===== config.mk =====
export PLATFORM = sky130hd
export DESIGN_NAME = if_pc_control
export DESIGN_NICKNAME = d
export VERILOG_FILES = /design/src/rtl/if_pc_control.sv
export SDC_FILE = /design/constraint.sdc
export NUM_CORES = 1
export LEC_CHECK = 0
export BUFFER_PORTS_ARGS = -buffer_cell sky130_fd_sc_hd__buf_4
export CORE_MARGIN = 8
export CORE_UTILIZATION = 30
export DETAILED_ROUTE_END_ITERATION = 10
export PLACE_DENSITY = 0.62
export SLEW_MARGIN = 20
export SYNTH_ARGS = -nofsm -noshare
export SYNTH_HDL_FRONTEND = slang
export SYNTH_SLANG_ARGS = --single-unit

===== constraint.sdc =====
create_clock -name i_clock -period 4.2 [get_ports i_clock]
set_input_delay 0.63 -clock i_clock [delete_from_list [all_inputs] [get_ports i_clock]]
set_output_delay 0.63 -clock i_clock [all_outputs]
set_load 0.02 [all_outputs]

===== src/rtl/if_pc_control.sv =====
// IF-stage program-counter controller: PC register, next-PC selection and fetch sequencing.
// Optional single-step mode is enabled by defining IF_PC_STEP_EN.
module if_pc_control #(
    parameter int          NB_PC      = 32,
    parameter int          IMEM_DEPTH = 256,
    parameter logic [31:0] HALT_WORD  = 32'hFFFF_FFFF
) (
    input  logic             i_clock,
    input  logic             i_reset,
    input  logic             i_start,
    input  logic             i_mode,
    input  logic             i_step,
    input  logic             i_stall,
    input  logic             i_branch_taken,
    input  logic [NB_PC-1:0] i_branch_target,
    input  logic             i_jump,
    input  logic [NB_PC-1:0] i_jump_target,
    input  logic [31:0]      i_instruction,
    output logic [NB_PC-1:0] o_PC,
    output logic             o_advance,
    output logic             o_halted,
    output logic [1:0]       o_state,
    output logic [31:0]      o_cycle_count
);

    localparam int AW = $clog2(IMEM_DEPTH);

    typedef enum logic [1:0] {
        S_IDLE   = 2'd0,
        S_RUN    = 2'd1,
        S_STEP   = 2'd2,
        S_HALTED = 2'd3
    } state_t;

    state_t          state_q;
    logic [AW-1:0]   pc_q, pc_d;
    logic [31:0]     cnt_q, cnt_d;
    logic            halted_q;
    logic            armed_q;
    logic            advance;
    logic            hit_halt;

`ifdef IF_PC_STEP_EN
    assign advance = !i_reset && ((state_q == S_RUN) || ((state_q == S_STEP) && i_step));
    logic unused_bits;
    assign unused_bits = ^{i_branch_target[NB_PC-1:AW], i_jump_target[NB_PC-1:AW]};
`else
    assign advance = !i_reset && (state_q == S_RUN);
    logic unused_bits;
    assign unused_bits = ^{i_branch_target[NB_PC-1:AW], i_jump_target[NB_PC-1:AW],
                           i_mode, i_step};
`endif

    // Next PC: jump > branch > stall > halt word > increment; a taken jump/branch squashes the halt word.
    always_comb begin
        pc_d     = pc_q;
        hit_halt = 1'b0;
        if (advance) begin
            if (i_jump)
                pc_d = i_jump_target[AW-1:0];
            else if (i_branch_taken)
                pc_d = i_branch_target[AW-1:0];
            else if (i_stall)
                pc_d = pc_q;
            else if (i_instruction == HALT_WORD)
                hit_halt = 1'b1;
            else
                pc_d = pc_q + AW'(1);
        end
    end

    assign cnt_d = (advance && (cnt_q != 32'hFFFF_FFFF)) ? cnt_q + 32'd1 : cnt_q;

    // armed_q blocks a start request sampled on the first edge after reset release.
    always_ff @(posedge i_clock or posedge i_reset) begin
        if (i_reset) begin
            state_q  <= S_IDLE;
            pc_q     <= '0;
            cnt_q    <= '0;
            halted_q <= 1'b0;
            armed_q  <= 1'b0;
        end else begin
            armed_q <= 1'b1;
            pc_q    <= pc_d;
            cnt_q   <= cnt_d;
            case (state_q)
                S_IDLE: begin
                    if (i_start && armed_q) begin
`ifdef IF_PC_STEP_EN
                        state_q <= i_mode ? S_STEP : S_RUN;
`else
                        state_q <= S_RUN;
`endif
                    end
                end
                S_RUN, S_STEP: begin
                    if (hit_halt) begin
                        state_q  <= S_HALTED;
                        halted_q <= 1'b1;
                    end
                end
                default: state_q <= S_HALTED;
            endcase
        end
    end

    assign o_PC          = NB_PC'(pc_q);
    assign o_advance     = advance;
    assign o_halted      = halted_q;
    assign o_state       = state_q;
    assign o_cycle_count = cnt_q;

endmodule


Word level (Yosys, flattened, before mapping) --
Index checks and enable logic that the tools add are counted.
Cells by class: muxes and demuxes 12, multiply operators 0, divide/modulo/power cells 0, bitwise logic cells 0, shifts and indexed selects 0, magnitude comparators 0, $add $sub $neg 2, equality and inequality tests 8, reductions and logical operators 9
Operators with widths (count):
- $add A32 B1 Y32 const B | 1
- $eq A32 B32 Y1 const B | 1
- $mux W8 | 4
- $ne A32 B32 Y1 const B | 1
- $add A8 B1 Y8 const B | 1
- $mux W1 | 5
- $mux W2 | 2
- $ne A2 B2 Y1 const B | 2
- $pmux W2 S2 | 1
- $reduce_and A2 Y1 | 2
- $logic_and A1 B1 Y1 | 3
- $ne A3 B1 Y1 const B | 1
- $ne A3 B3 Y1 const B | 1
- $reduce_and A3 Y1 | 1
- $eq A2 B1 Y1 const B | 1
- $eq A2 B2 Y1 const B | 1
- $logic_not A2 Y1 | 1
- $reduce_or A2 Y1 | 1
- $logic_not A1 Y1 | 1
Word-level totals: ROM bits 0, logic and storage cells 36, memories kept 0, bits in latches 0, output and inout port bits 68, bits in writable memories 0, bits in registers 44, input bits 104

Longest topological paths before layout --
Gate-level depths: netlist (run 1).
word-level depth 8, mapped depth 9, gate-level depth less buffers 8

Worst setup path before layout (run 1) --
No wires, ideal clock.
kind input-to-reg, start point input port i_reset, end point register cnt_q[11] (netlist: o_cycle_count[11]), arrival time 1.849 ns, path buffers 1, library setup time 0.129 ns, path slack 2.221 ns, cell stages on the path 7, data required time 4.071 ns, cells stage by stage nand2b_1 > buf_4 > inv_1 > nand4_1 > a21oi_2 > nand4_1 > xnor2_1
On the way: cells in the longest elaborated chain, start to end 3
Ends and longest elaborated chain:
- start, declared | RTL line 9 | input logic i_reset,
- $logic_not A1 Y1 (no line)
- $logic_and A1 B1 Y1 | RTL line 48 | assign advance = !i_reset && (state_q == S_RUN);
- net o_advance | RTL line 20 | output logic o_advance,
- $logic_and A1 B1 Y1 | RTL line 72 | assign cnt_d = (advance && (cnt_q != 32'hFFFF_FFFF)) ? cnt_q + 32'd1 : cnt_q;
- end signal, assigned | RTL line 85 | cnt_q <= cnt_d;
- end, declared | RTL line 37 | logic [31:0] cnt_q, cnt_d;
The timed path passes the listed nets, and every way through them passes these cells. A chain may end at the register's enable or synchronous reset.

Worst setup path in the final report (run 1) --
start point register state_q[1] (netlist: o_state[1]), end point output port o_advance
On the way: cells in the longest elaborated chain, start to end 2
Ends and longest elaborated chain:
- start, declared | RTL line 35 | state_t state_q;
- start signal, assigned | RTL line 77 | state_q <= S_IDLE;
- start signal, assigned | RTL line 92 | state_q <= S_RUN;
- start signal, assigned | RTL line 98 | state_q <= S_HALTED;
- $eq A2 B1 Y1 | RTL line 48
- $logic_and A1 B1 Y1 | RTL line 48
- end, declared | RTL line 20
Every way passes these cells.

==> results of run 1 <==
## cell usage in the layout, fill, tap and decap left out, types with 2 or more instances in the layout
| cell type | synthesis | layout |
|---|---|---|
| sky130_fd_sc_hd__a21o_1 | 2 | 2 |
| sky130_fd_sc_hd__inv_1 | 11 | 10 |
| sky130_fd_sc_hd__o31ai_1 | 2 | 2 |
| sky130_fd_sc_hd__and3_1 | 5 | 5 |
| sky130_fd_sc_hd__xor2_1 | 11 | 11 |
| sky130_fd_sc_hd__nand2_1 | 19 | 19 |
| sky130_fd_sc_hd__mux2_2 | 5 | 5 |
| sky130_fd_sc_hd__o211ai_1 | 2 | 2 |
| sky130_fd_sc_hd__nor2_1 | 13 | 13 |
| sky130_fd_sc_hd__nand4_4 | 2 | 2 |
| sky130_fd_sc_hd__nand4_1 | 24 | 24 |
| sky130_fd_sc_hd__buf_4 | 25 | 98 |
| sky130_fd_sc_hd__nor4_1 | 3 | 3 |
| sky130_fd_sc_hd__and2_1 | 5 | 5 |
| sky130_fd_sc_hd__nor4_4 | 3 | 3 |
| sky130_fd_sc_hd__or3_1 | 2 | 2 |
| sky130_fd_sc_hd__nor3_1 | 5 | 5 |
| sky130_fd_sc_hd__o21ai_0 | 5 | 5 |
| sky130_fd_sc_hd__ha_1 | 4 | 4 |
| sky130_fd_sc_hd__a31oi_1 | 6 | 6 |
| sky130_fd_sc_hd__nand4_2 | 2 | 2 |
| sky130_fd_sc_hd__a21oi_1 | 9 | 9 |
| sky130_fd_sc_hd__and4_1 | 4 | 4 |
| sky130_fd_sc_hd__conb_1 | 2 | 25 |
| sky130_fd_sc_hd__nand2b_1 | 3 | 3 |
| sky130_fd_sc_hd__nand3_1 | 17 | 17 |
| sky130_fd_sc_hd__xnor2_1 | 22 | 22 |
| sky130_fd_sc_hd__mux2i_1 | 3 | 3 |
| sky130_fd_sc_hd__dfrtp_1 | 44 | 44 |
| sky130_fd_sc_hd__clkbuf_8 | 0 | 6 |
## power by group through the flow
stage	combinational (mW)	clock (mW)	sequential, mW
4_1_cts	0.0898	0.290	0.424
6_report	0.0893	0.277	0.424
3_5_place_dp	0.0897	0	0.432
2_1_floorplan	0.0570	0	0.432
5_1_grt	0.0991	0.308	0.424
3_3_place_gp	0.0883	0	0.432
## critical path: cells and delay by family, from the launching register on
family        cells  cell delay, ns
buf+inv           3            0.52
flops             1            0.44
fa+ha+maj         1            0.19
simple gates      1            0.40
## cell usage after synthesis, types with 2 or more instances
master                      n  area share (%)
sky130_fd_sc_hd__nor4_4     3             2.3
sky130_fd_sc_hd__o21ai_0    5            0.91
sky130_fd_sc_hd__mux2i_1    3             1.1
sky130_fd_sc_hd__ha_1       4             1.8
sky130_fd_sc_hd__and4_1     4             1.3
sky130_fd_sc_hd__conb_1     2            0.27
sky130_fd_sc_hd__nor2_1    13             1.8
sky130_fd_sc_hd__nand4_2    2            0.91
sky130_fd_sc_hd__dfrtp_1   44              40
sky130_fd_sc_hd__xor2_1    11             3.5
sky130_fd_sc_hd__mux2_2     5             2.0
sky130_fd_sc_hd__a21o_1     2            0.54
sky130_fd_sc_hd__and2_1     5             1.1
sky130_fd_sc_hd__buf_4     25             6.8
sky130_fd_sc_hd__nand2b_1   3            0.68
sky130_fd_sc_hd__and3_1     5             1.1
sky130_fd_sc_hd__nor4_1     3            0.68
sky130_fd_sc_hd__nor3_1     5            0.91
sky130_fd_sc_hd__nand4_1   24             5.4
sky130_fd_sc_hd__xnor2_1   22             7.0
sky130_fd_sc_hd__inv_1     11             1.5
sky130_fd_sc_hd__o31ai_1    2            0.54
sky130_fd_sc_hd__a31oi_1    6             1.4
sky130_fd_sc_hd__nand3_1   17             3.1
sky130_fd_sc_hd__nand2_1   19             2.6
sky130_fd_sc_hd__nand4_4    2             1.5
sky130_fd_sc_hd__o211ai_1   2            0.54
sky130_fd_sc_hd__a21oi_1    9             1.6
sky130_fd_sc_hd__or3_1      2            0.45
## registers in the layout, summed over array words and instances, names as in the netlist
name,flops
o_state,2
o_cycle_count,32
o_halted,1
pc_q,8
armed_q,1
## area by class of cell
cell class / count / area share, %
clock inverter: 1 / 0.208
sequential: 44 / 30.6
timing repair buffer: 98 / 20.4
multi-input combinational: 217 / 41.4
inverter: 11 / 1.15
tap: 111 / 3.86
clock buffer: 7 / 2.40
## path summary, 6_finish.rpt
kind / from / end / slack (ns) / depth (start not counted)
max in group asynchronous: i_reset / o_cycle_count[29] / 3.20 / 3
setup / recovery: o_state[1] / o_advance / 1.73 / 5
hold reg to reg: o_halted / o_halted / 0.48 / 1
hold / removal: i_reset / o_halted / 0.26 / 2
setup reg to reg: o_state[1] / o_cycle_count[11] / 1.92 / 8
min in group i_clock: o_halted / o_halted / 0.48 / 1
## layer usage
metal | routed length [um] | vias to the layer above
li1 | - | 1155
met1 | 2920 | 1135
met2 | 3660 | 82
met3 | 648 | 4
met4 | 41 | 0
met5 | 0 | -
## cell families after synthesis
logic type,synth area share [%]
xor+xnor,10.5
buf+inv,9.16
other cells,0.272
mux,3.67
flops,39.9
fa+ha+maj,1.81
simple gates,26.7
compound gates,7.99
==> summary.md, run 1 <==
| Metric | Value |
|---|---|
| Status | `complete, no violations` |
| Pre-CTS WS | `1.74 ns` |
| Startpoint types | `flip-flop` |
| # H-tree levels | `2` |
| Total net switching power | `0.194 mW` |
| Residual DRC count | `0` |
| Total leakage power | `1.78 nW` |
| Total number of nets in the final design | `485` |
| Post-detailed-route wirelength per cell | `14.9 um` |
| Delay contributed by the slowest stage of the critical path | `0.44 ns` |
| Met1 capacity usage during global routing | `13.0%` |
| # Post-CTS Setup Buffers | `0` |
| Clock tree from TritonCTS | `built` |
| Number of enable-type register cells in the synthesized netlist | `0` |
| Number of nets with antenna violations after routing | `0` |
| Critical path peak fanout | `10` |
| Met3 GRT Util | `5.41%` |
| Worst clock skew on the final layout | `0.00642 ns` |
| Count of pins on the block boundary | `172` |
| Quantity of gates resized following cts | `0` |
| Effective utilization at floorplan | `30.4%` |
| Post-layout util | `39.7%` |
| Final non-filler cell area | `3600 um^2` |
| Number of buffers added on ports | `97` |
| Number of cell rows | `35` |
| Gate Count Post-Synth | `278` |
| Placed cell count | `481` |
| Worst EP required | `3.57 ns` |
| Die Wd | `112 um` |
| Post-route clock period utilization | `58.9%` |
| Power per standard cell area | `219 nW/um^2` |
| Synth Register Bits | `44` |
| Quantity of hold-fixing buffers added after cts | `0` |
| Clock network fraction of design power | `35.1%` |
| Total power draw | `0.790 mW` |
| Worst Tran Pin Value | `0.535 ns` |
| Post-synth ARST share | `100%` |
| Growth of design area from synthesis to finish | `30.6%` |
| Total gr overflow | `0` |
| Critical-path top delay cell | `sky130_fd_sc_hd__dfrtp_1` |
| FF/Latch Area | `1100 um^2` |
| Number of global-route vias before repair | `2553` |
| Final setup violating endpoints | `0` |
| Worst endpoint data arrival time | `1.84 ns` |
| Vias | `2376` |
| Global Route Usage Sum | `12.0%` |
| Critical-path cell list | `inv_1, ha_1, nand2b_1, inv_1, buf_4` |
| TritonCTS Buffers | `5` |
| Net switching share of the total power | `24.5%` |
| Sum of negative setup slack | `0 ns` |
| Worst min-delay path class | `input pin to asynchronous set/reset pin` |
| Sequential share of power | `53.6%` |
| HPWL reported at the end of detailed placement | `6.01 mm` |
| Nature of the critical path endpoint | `output pin` |
| Initial detailed-routing violation count | `83` |
| Cell repeated most along the worst path | `sky130_fd_sc_hd__inv_1` |
| Crit path kind | `flip-flop to output pin` |
| Met2 track demand over resource | `21.2%` |
| Share of post-route cells with drive strength above 1 | `33.1%` |
| Worst ir drop on vdd | `0.119 mV` |
| Die height | `112 um` |
| Number of filler instances in the final layout | `940` |
| Clock root buffer master | `sky130_fd_sc_hd__clkbuf_8` |
| Setup WS post-layout | `1.73 ns` |
| Post-synthesis instance area | `2760 um^2` |
| Core Box Area | `9060 um^2` |
| Hold violation total from the final report | `0` |
| Post-Syn Area per Cell | `9.92 um^2` |
| Unrepaired setup endpoints after global routing | `no` |
| Final worst path period need | `2.47 ns` |
| Detailed-routing iteration count for the pre-antenna-repair pass | `4` |
| Gr busiest metal | `met2` |
| Worst-case headroom to the max-slew limit | `64.3%` |
| Vias per cell | `4.86` |
| Placed Instance Area | `3510 um^2` |
| Slew Limit Fails | `0` |
| Footprint of the multi-input gates | `1490 um^2` |
| Diodes inserted | `0` |
| Fin Hold WS | `0.258 ns` |
| Global-route wire length before repair | `12.6 mm` |
| Share of the yosys chip area belonging to registers | `39.9%` |
| Register clock-pin slew on the reported worst setup and hold paths | `0.08 ns` |
| Synthesis Warnings | `0` |
| Max Cap Viol | `0` |
| Layout Cells excl Fill | `489` |
| Post-synth cell types | `47` |
| Fmax | `404 MHz` |
| Post-detailed-routing wire length | `7.27 mm` |
| Maximum number of pins on one net before global-route repair | `36` |
| Flip-flop cell with the highest count after synthesis | `sky130_fd_sc_hd__dfrtp_1` |
| Largest buffer count on any clock path | `2` |
| Initial antenna violation count | `0` |
| Worst-Skew Late Latency | `0.29 ns` |
| Cell internal power dissipation | `0.596 mW` |
| CTS Sinks | `44` |
| Part of the total power dissipated in combinational logic | `11.3%` |
| Global placer's final weighted congestion | `0.766` |
| Total die area | `12500 um^2` |
Note: power is estimated with default switching activity, not from simulation.
==> run 2: changes to the inputs <==
- ABC_AREA: default -> 1
- clock period: 4.2 -> 2.1 ns (I/O delays scaled with it)
==> run 2 against run 1 <==
Effect of this change:
- cell count increased by 45%
- worst hold slack got worse by 0.071 ns
- via count increased by 33%
- sequential share of layout area decreased by 3.4 points
- routed wire length increased by 23%
- cell area increased by 13%
- largest power group unchanged
- synthesized area increased by 16%
- setup slack got worse by 1.5 ns
- clock power increased by 100%
- die area increased by 14%
- total power increased to 3.1 times the previous value
- sequential power increased to 2.6 times the previous value
==> summary.md, run 2 <==
| Metric | Value |
|---|---|
| Status | `complete, no violations` |
| TritonCTS Buffers | `5 (unchanged)` |
| CTS Sinks | `44 (unchanged)` |
| Synthesis Warnings | `0 (unchanged)` |
| Commonest cells in the synthesized netlist | `sky130_fd_sc_hd__nand2_1, sky130_fd_sc_hd__nor2_1, sky130_fd_sc_hd__dfrtp_1, sky130_fd_sc_hd__buf_4, sky130_fd_sc_hd__inv_1` |
| Quantity of hold-fixing buffers added after cts | `0 (unchanged)` |
| Post-detailed-routing wire length | `8.97 mm (+23%)` |
| Crit. Startpoint | `o_cycle_count[0]` |
| Startpoint types | `flip-flop` |
| # H-tree levels | `2 (unchanged)` |
| Initial antenna violation count | `0 (unchanged)` |
| Total number of nets in the final design | `682 (+41%)` |
| Global Route Usage Sum | `12.7% (+0.68 points)` |
| Quantity of gates resized following cts | `0 (unchanged)` |
| Post-synth ARST share | `100% (unchanged)` |
| Clock root buffer master | `sky130_fd_sc_hd__clkbuf_8` |
| Register clock-pin slew on the reported worst setup and hold paths | `0.10 ns (+0.02 ns)` |
| Vias per cell | `4.43 (-8.8%)` |
| Worst EP required | `2.33 ns (-1.24 ns)` |
| Post-synthesis instance area | `3200 um^2 (+16%)` |
| Commonest non-fill, non-tap cells in the layout | `sky130_fd_sc_hd__nand2_1, sky130_fd_sc_hd__buf_4, sky130_fd_sc_hd__nor2_1, sky130_fd_sc_hd__dfrtp_1` |
| Diodes inserted | `0 (unchanged)` |
| Residual DRC count | `0 (unchanged)` |
| Share of post-route cells with drive strength above 1 | `23.7% (-9.4 points)` |
| Sum of negative setup slack | `0 ns (unchanged)` |
| Gate Count Post-Synth | `477 (+72%)` |
| Area share of the largest cell type after synthesis | `34.4% (-5.5 points)` |
| Worst Tran Pin Value | `0.577 ns (+0.0413 ns)` |
| Share of the yosys chip area belonging to registers | `34.4% (-5.5 points)` |
| Post-route clock period utilization | `87.9%` |
| Initial detailed-routing violation count | `142 (+71%)` |
| Most frequent standard cell in the layout excluding fill and tap cells | `sky130_fd_sc_hd__nand2_1` |
| Critical path's top delay family | `flip-flops` |
| Die Wd | `119 um (+6.6%)` |
| HPWL reported at the end of detailed placement | `7.39 mm (+23%)` |
| Power per standard cell area | `608 nW/um^2 (+180%)` |
| Vias | `3151 (+33%)` |
| Delay contributed by the slowest stage of the critical path | `0.44 ns (about the same)` |
| Number of cell rows | `37 (+5.7%)` |
| Number of enable-type register cells in the synthesized netlist | `0 (unchanged)` |
| Total gr overflow | `0 (unchanged)` |
| Post-detailed-route wirelength per cell | `12.6 um (-15%)` |
| Placed Instance Area | `3970 um^2 (+13%)` |
| Post-Syn Area per Cell | `6.70 um^2 (-32%)` |
| Total leakage power | `2.03 nW (+13%)` |
| Worst clock skew on the final layout | `0.00838 ns (+0.00196 ns)` |
| Unrepaired setup endpoints after global routing | `no` |
| Worst ir drop on vdd | `0.486 mV (+310%)` |
| Count of pins on the block boundary | `172 (unchanged)` |
| Critical path peak fanout | `33 (+23)` |
| Core Box Area | `10300 um^2 (+14%)` |
| # Post-CTS Setup Buffers | `0 (unchanged)` |
| Post-synth cell types | `29 (-38%)` |
| Final setup violating endpoints | `0 (unchanged)` |
| Number of global-route vias before repair | `3360 (+32%)` |
| Setup WS post-layout | `0.254 ns (-1.47 ns)` |
| Nature of the critical path endpoint | `flip-flop` |
| Number of filler instances in the final layout | `1078 (+15%)` |
| Hold violation total from the final report | `0 (unchanged)` |
| Total die area | `14200 um^2 (+14%)` |
| Growth of design area from synthesis to finish | `26.9%` |
| Fmax | `542 MHz` |
| Number of nets with antenna violations after routing | `0 (unchanged)` |
| Cell repeated most along the worst path | `sky130_fd_sc_hd__nand2_2` |
| Crit path kind | `flip-flop to flip-flop` |
| Slew Limit Fails | `0 (unchanged)` |
| Worst-Skew Late Latency | `0.30 ns (about the same)` |
| Number of buffers added on ports | `97 (unchanged)` |
| Most frequent cell after synthesis | `sky130_fd_sc_hd__nand2_1` |
| Die height | `119 um (+6.6%)` |
| Critical-path cell list | `ha_1, inv_2, nor2_2, nand2_2, nor2_4, nand2_2, nand2_4, inv_4, o21ai_0, o21ai_2` |
| Detailed-routing iteration count for the pre-antenna-repair pass | `4 (unchanged)` |
| Worst endpoint data arrival time | `2.07 ns (+0.23 ns)` |
| Top area cells in the synthesized netlist | `sky130_fd_sc_hd__dfrtp_1, sky130_fd_sc_hd__nand2_1, sky130_fd_sc_hd__nor2_1` |
| Post-layout util | `39.3% (-0.42 points)` |
| Final worst path period need | `1.85 ns` |
| Final non-filler cell area | `4060 um^2 (+13%)` |
| Footprint of the multi-input gates | `1810 um^2 (+22%)` |
| Critical-path top delay cell | `sky130_fd_sc_hd__dfrtp_1` |
| Maximum number of pins on one net before global-route repair | `45 (+25%)` |
| Buffer and inverter count on the worst path | `2 (-1)` |
| Worst-case headroom to the max-slew limit | `61.5% (-2.8 points)` |
| Synth Register Bits | `44 (unchanged)` |
| Worst flop-to-flop path startpoint | `o_cycle_count[0]` |
| Worst min-delay path class | `input pin to asynchronous set/reset pin` |
| Global placer's final weighted congestion | `0.898 (+17%)` |
| Max Cap Viol | `0 (unchanged)` |
| Largest buffer count on any clock path | `2 (unchanged)` |
| Flip-flop count of the largest register, all copies and words added | `32 (unchanged)` |
| Largest area contributor in the synthesized netlist | `sky130_fd_sc_hd__dfrtp_1` |
| Effective utilization at floorplan | `31.0% (+0.56 points)` |
| Global-route wire length before repair | `15.4 mm (+22%)` |
| Clock tree from TritonCTS | `built` |
| FF/Latch Area | `1100 um^2 (unchanged)` |
| Flip-flop cell with the highest count after synthesis | `sky130_fd_sc_hd__dfrtp_1` |
| Pre-CTS WS | `0.291 ns (-1.45 ns)` |
run 2: changes by cell type in the layout (fill, tap and decap cells not counted), sizes merged, moves of 20 or more:
cell / previous run / this run
nand2: 19 / 207
nor2: 13 / 65
o21ai: 5 / 28
inv: 10 / 31
nand4: 28 / 7
xnor2: 22 / 2
run 2: worst paths after layout:
kind / cells after the start / slack, ns / to
worst min-delay path: 3 / 0.19 / pc_q[1]
worst min register to register: 1 / 0.51 / o_halted
worst max-delay path: 10 / 0.25 / o_cycle_count[7]
min in group i_clock: 5 / 0.31 / pc_q[6]
worst max register to register: 10 / 0.25 / o_cycle_count[7]
max in group asynchronous: 3 / 1.51 / o_cycle_count[7]
run 2: metal layers:
metal	up-vias	global-route usage [%]	share of wire (%)
li1	1628	-	-
met1	1403	14.9	44
met2	111	21.0	45
met3	9	5.62	10
met4	0	2.77	1.2
met5	-	0	0
run 2: report_power, final:
part | leakage (nW) | internal [mW] | switching [mW]
clock | 0.0404 | 0.236 | 0.321
sequential | 0.582 | 0.951 | 0.139
combinational | 1.40 | 0.334 | 0.486
run 2: final cells by class:
class,count,share of cell area (%)
clock buffers,5,1.70
clock inverters,3,0.586
well taps,136,4.19
inverters,32,3.11
repair buffers,99,18.6
flip-flops and latches,44,27.1
multi-input cells,392,44.7
run 2: logic make-up after synthesis:
logic type / Yosys count / synth area share (%)
AO/OA/AOI/OAI: 32 / 6.10
XOR/XNOR: 20 / 5.48
adder cells (fa/ha/maj): 4 / 1.57
buffers and inverters: 64 / 11.6
flip-flops: 44 / 34.4
other: 2 / 0.235
AND/OR/NAND/NOR: 311 / 40.6
run 2: tightest hold or removal path, stage by stage:
cell	delay (ns)
sky130_fd_sc_hd__buf_4	0.12
sky130_fd_sc_hd__clkinvlp_4	0.05
sky130_fd_sc_hd__buf_4	0.47
run 2: per-stage QoR:
step	hold WS, ns	total power [mW]	cells
2_1_floorplan	0.323	1.62	500
3_3_place_gp	0.467	1.92	703
3_5_place_dp	0.478	1.93	703
4_1_cts	0.200	2.49	711
5_1_grt	0.233	2.63	711
6_report	0.188	2.47	711
==> run 3: changes to the inputs <==
- CELL_PAD_IN_SITES_DETAIL_PLACEMENT: default -> 2
- CELL_PAD_IN_SITES_GLOBAL_PLACEMENT: default -> 2
- CORE_UTILIZATION: 30 -> 20
- PLACE_DENSITY: 0.62 -> 0.78
==> run 3 against run 2 <==
Effect of this change:
- first-iteration DRC count fell by 44%
- combinational power rose by 4.6%
- fmax fell by 4.2%
- largest power group unchanged
- total power rose by 13%
- routed wire length rose by 35%
- core utilization fell by 13 points
- highest routed layer unchanged
- via count rose by 8.2%
- critical endpoint unchanged
- critical path depth did not move
==> summary.md, run 3 (synthesized netlist as in run 2, its figures left out) <==
| Metric | Value |
|---|---|
| Status | `complete, no violations` |
| Final non-filler cell area | `4220 um^2 (+4.0%)` |
| Register clock-pin slew on the reported worst setup and hold paths | `0.06 ns (-0.04 ns)` |
| Delay contributed by the slowest stage of the critical path | `0.43 ns (about the same)` |
| Most frequent standard cell in the layout excluding fill and tap cells | `sky130_fd_sc_hd__nand2_1` |
| Setup WS post-layout | `0.173 ns (-0.0809 ns)` |
| Number of global-route vias before repair | `3995 (+19%)` |
| Initial antenna violation count | `0 (unchanged)` |
| Metal-1 WL | `4.83 mm (+23%)` |
| Number of buffers added on ports | `97 (unchanged)` |
| Die Wd | `142 um (+19%)` |
| Met2 Routed Length | `6.36 mm (+58%)` |
| Placed Instance Area | `4080 um^2 (+2.8%)` |
| Pre-CTS WS | `0.161 ns (-0.130 ns)` |
| Critical-path top delay cell | `sky130_fd_sc_hd__dfrtp_1` |
| Initial detailed-routing violation count | `79 (-44%)` |
| Clock root buffer master | `sky130_fd_sc_hd__clkbuf_16` |
| Critical-path cell list | `ha_1, inv_2, nor2_2, nand2_2, nor2_4, nand2_2, nand2_4, inv_4, o21ai_0, o21ai_2` |
| Worst ir drop on vdd | `0.258 mV (-47%)` |
| Global-route wire length before repair | `20.0 mm (+30%)` |
| Slew Limit Fails | `0 (unchanged)` |
| Diodes inserted | `0 (unchanged)` |
| Quantity of hold-fixing buffers added after cts | `0 (unchanged)` |
| Post-layout util | `26.8% (-13 points)` |
| Startpoint types | `flip-flop` |
| TritonCTS Buffers | `5 (unchanged)` |
| Post-route clock period utilization | `91.8% (+3.9 points)` |
| Global Route Usage Sum | `12.2% (-0.56 points)` |
| Residual DRC count | `0 (unchanged)` |
| Worst clock skew on the final layout | `0.00414 ns (-0.00423 ns)` |
| Hold violation total from the final report | `0 (unchanged)` |
| Number of nets with antenna violations after routing | `0 (unchanged)` |
| Fmax | `519 MHz (-4.2%)` |
| Total gr overflow | `0 (unchanged)` |
| Critical path peak fanout | `33 (unchanged)` |
| # H-tree levels | `2 (unchanged)` |
| Worst Tran Pin Value | `0.606 ns (+0.0293 ns)` |
| Worst-case headroom to the max-slew limit | `59.6% (-2.0 points)` |
| Commonest non-fill, non-tap cells in the layout | `sky130_fd_sc_hd__nand2_1, sky130_fd_sc_hd__buf_4, sky130_fd_sc_hd__nor2_1, sky130_fd_sc_hd__dfrtp_1` |
| Vias per cell | `4.29 (-3.1%)` |
| Worst endpoint data arrival time | `2.15 ns (+0.08 ns)` |
| Number of cell rows | `46 (+24%)` |
| Final setup violating endpoints | `0 (unchanged)` |
| Flip-flop count of the largest register, all copies and words added | `32 (unchanged)` |
| Nature of the critical path endpoint | `flip-flop` |
| Total number of nets in the final design | `685 (+0.44%)` |
| Sum of negative setup slack | `0 ns (unchanged)` |
| Final worst path period need | `1.93 ns (+0.0809 ns)` |
| HPWL reported at the end of detailed placement | `10.0 mm (+36%)` |
| Highest routing layer actually used | `met4` |
| Total met3 wirelength after detailed routing | `832 um (-9.9%)` |
| Maximum number of pins on one net before global-route repair | `45 (unchanged)` |
| Detailed-routing iteration count for the pre-antenna-repair pass | `4 (unchanged)` |
| Power per standard cell area | `658 nW/um^2 (+8.2%)` |
| Largest buffer count on any clock path | `2 (unchanged)` |
| Count of pins on the block boundary | `172 (unchanged)` |
| Die height | `142 um (+19%)` |
| Crit path kind | `flip-flop to flip-flop` |
| Effective utilization at floorplan | `20.3% (-11 points)` |
| Number of filler instances in the final layout | `1967 (+82%)` |
| Worst EP required | `2.32 ns (about the same)` |
| Share of post-route cells with drive strength above 1 | `23.7% (+0.050 points)` |
| Post-detailed-routing wire length | `12.1 mm (+35%)` |
| Post-detailed-route wirelength per cell | `15.3 um (+21%)` |
| Vias | `3409 (+8.2%)` |
| Max Cap Viol | `0 (unchanged)` |
| Global placer's final weighted congestion | `0.855 (-4.9%)` |
| Growth of design area from synthesis to finish | `32.0%` |
| Core Box Area | `15800 um^2 (+53%)` |
| Quantity of gates resized following cts | `0 (unchanged)` |
| Worst min-delay path class | `input pin to asynchronous set/reset pin` |
| Total die area | `20300 um^2 (+43%)` |
| CTS Sinks | `44 (unchanged)` |
| Cell repeated most along the worst path | `sky130_fd_sc_hd__nand2_2` |
| Worst-Skew Late Latency | `0.29 ns (about the same)` |
| Unrepaired setup endpoints after global routing | `no` |
| Clock tree from TritonCTS | `built` |
| # Post-CTS Setup Buffers | `0 (unchanged)` |
| Total leakage power | `2.07 nW (+2.1%)` |
-- run 3: cell types whose count changed in the layout (fill, tap and decap cells not counted), sizes merged --
cell | previous run | this run
buf | 99 | 102
clkinvlp | 3 | 1
clkbuf | 5 | 8
clkinv | 1 | 0
-- run 3: critical path, delay by kind of cell, from the launching register on --
family	cells	cell delay (ns)
flip-flops	1	0.43
adder cells (fa/ha/maj)	1	0.27
buffers and inverters	2	0.41
AO/OA/AOI/OAI	2	0.31
AND/OR/NAND/NOR	5	0.39
-- run 3: path summary, 6_finish.rpt --
check	start	end	slack, ns	cells past startpoint
setup reg to reg	o_cycle_count[0]	o_cycle_count[7]	0.17	10
hold / removal	i_reset	o_halted	0.22	3
setup / recovery	o_cycle_count[0]	o_cycle_count[7]	0.17	10
max in group asynchronous	i_reset	o_cycle_count[8]	1.47	3
hold reg to reg	o_halted	o_halted	0.51	1
min in group i_clock	i_jump_target[6]	pc_q[6]	0.33	5
-- run 3: routing by layer --
| layer | vias to the layer above | track usage (%) |
|---|---|---|
| met3 | 10 | 3.52 |
| li1 | 1634 | - |
| met4 | 0 | 2.46 |
| met5 | - | 0 |
| met1 | 1662 | 13.1 |
| met2 | 103 | 23.0 |
-- run 3: metrics by stage --
| stage | hold slack [ns] | power [mW] | instances |
|---|---|---|---|
| after global placement | 0.469 | 1.93 | 786 |
| final | 0.224 | 2.78 | 794 |
| after global routing | 0.288 | 2.95 | 794 |
| after CTS | 0.257 | 2.83 | 794 |
| after detailed placement | 0.502 | 1.99 | 786 |
| after floorplan | 0.323 | 1.62 | 500 |
-- run 3: report_power, final --
group	internal, mW	switching (mW)
clock	0.476	0.344
sequential	0.952	0.148
combinational	0.334	0.524
-- run 3: layout make-up --
type                            instances  area [um^2]  share of cell area, %
Multi-Input combinational cell        392         1810                   42.9
Tap cell                              216          270                   6.40
Clock buffer                            8          146                   3.47
Timing Repair Buffer                  102          766                   18.1
Sequential cell                        44         1100                   26.1
Inverter                               32          126                   2.99
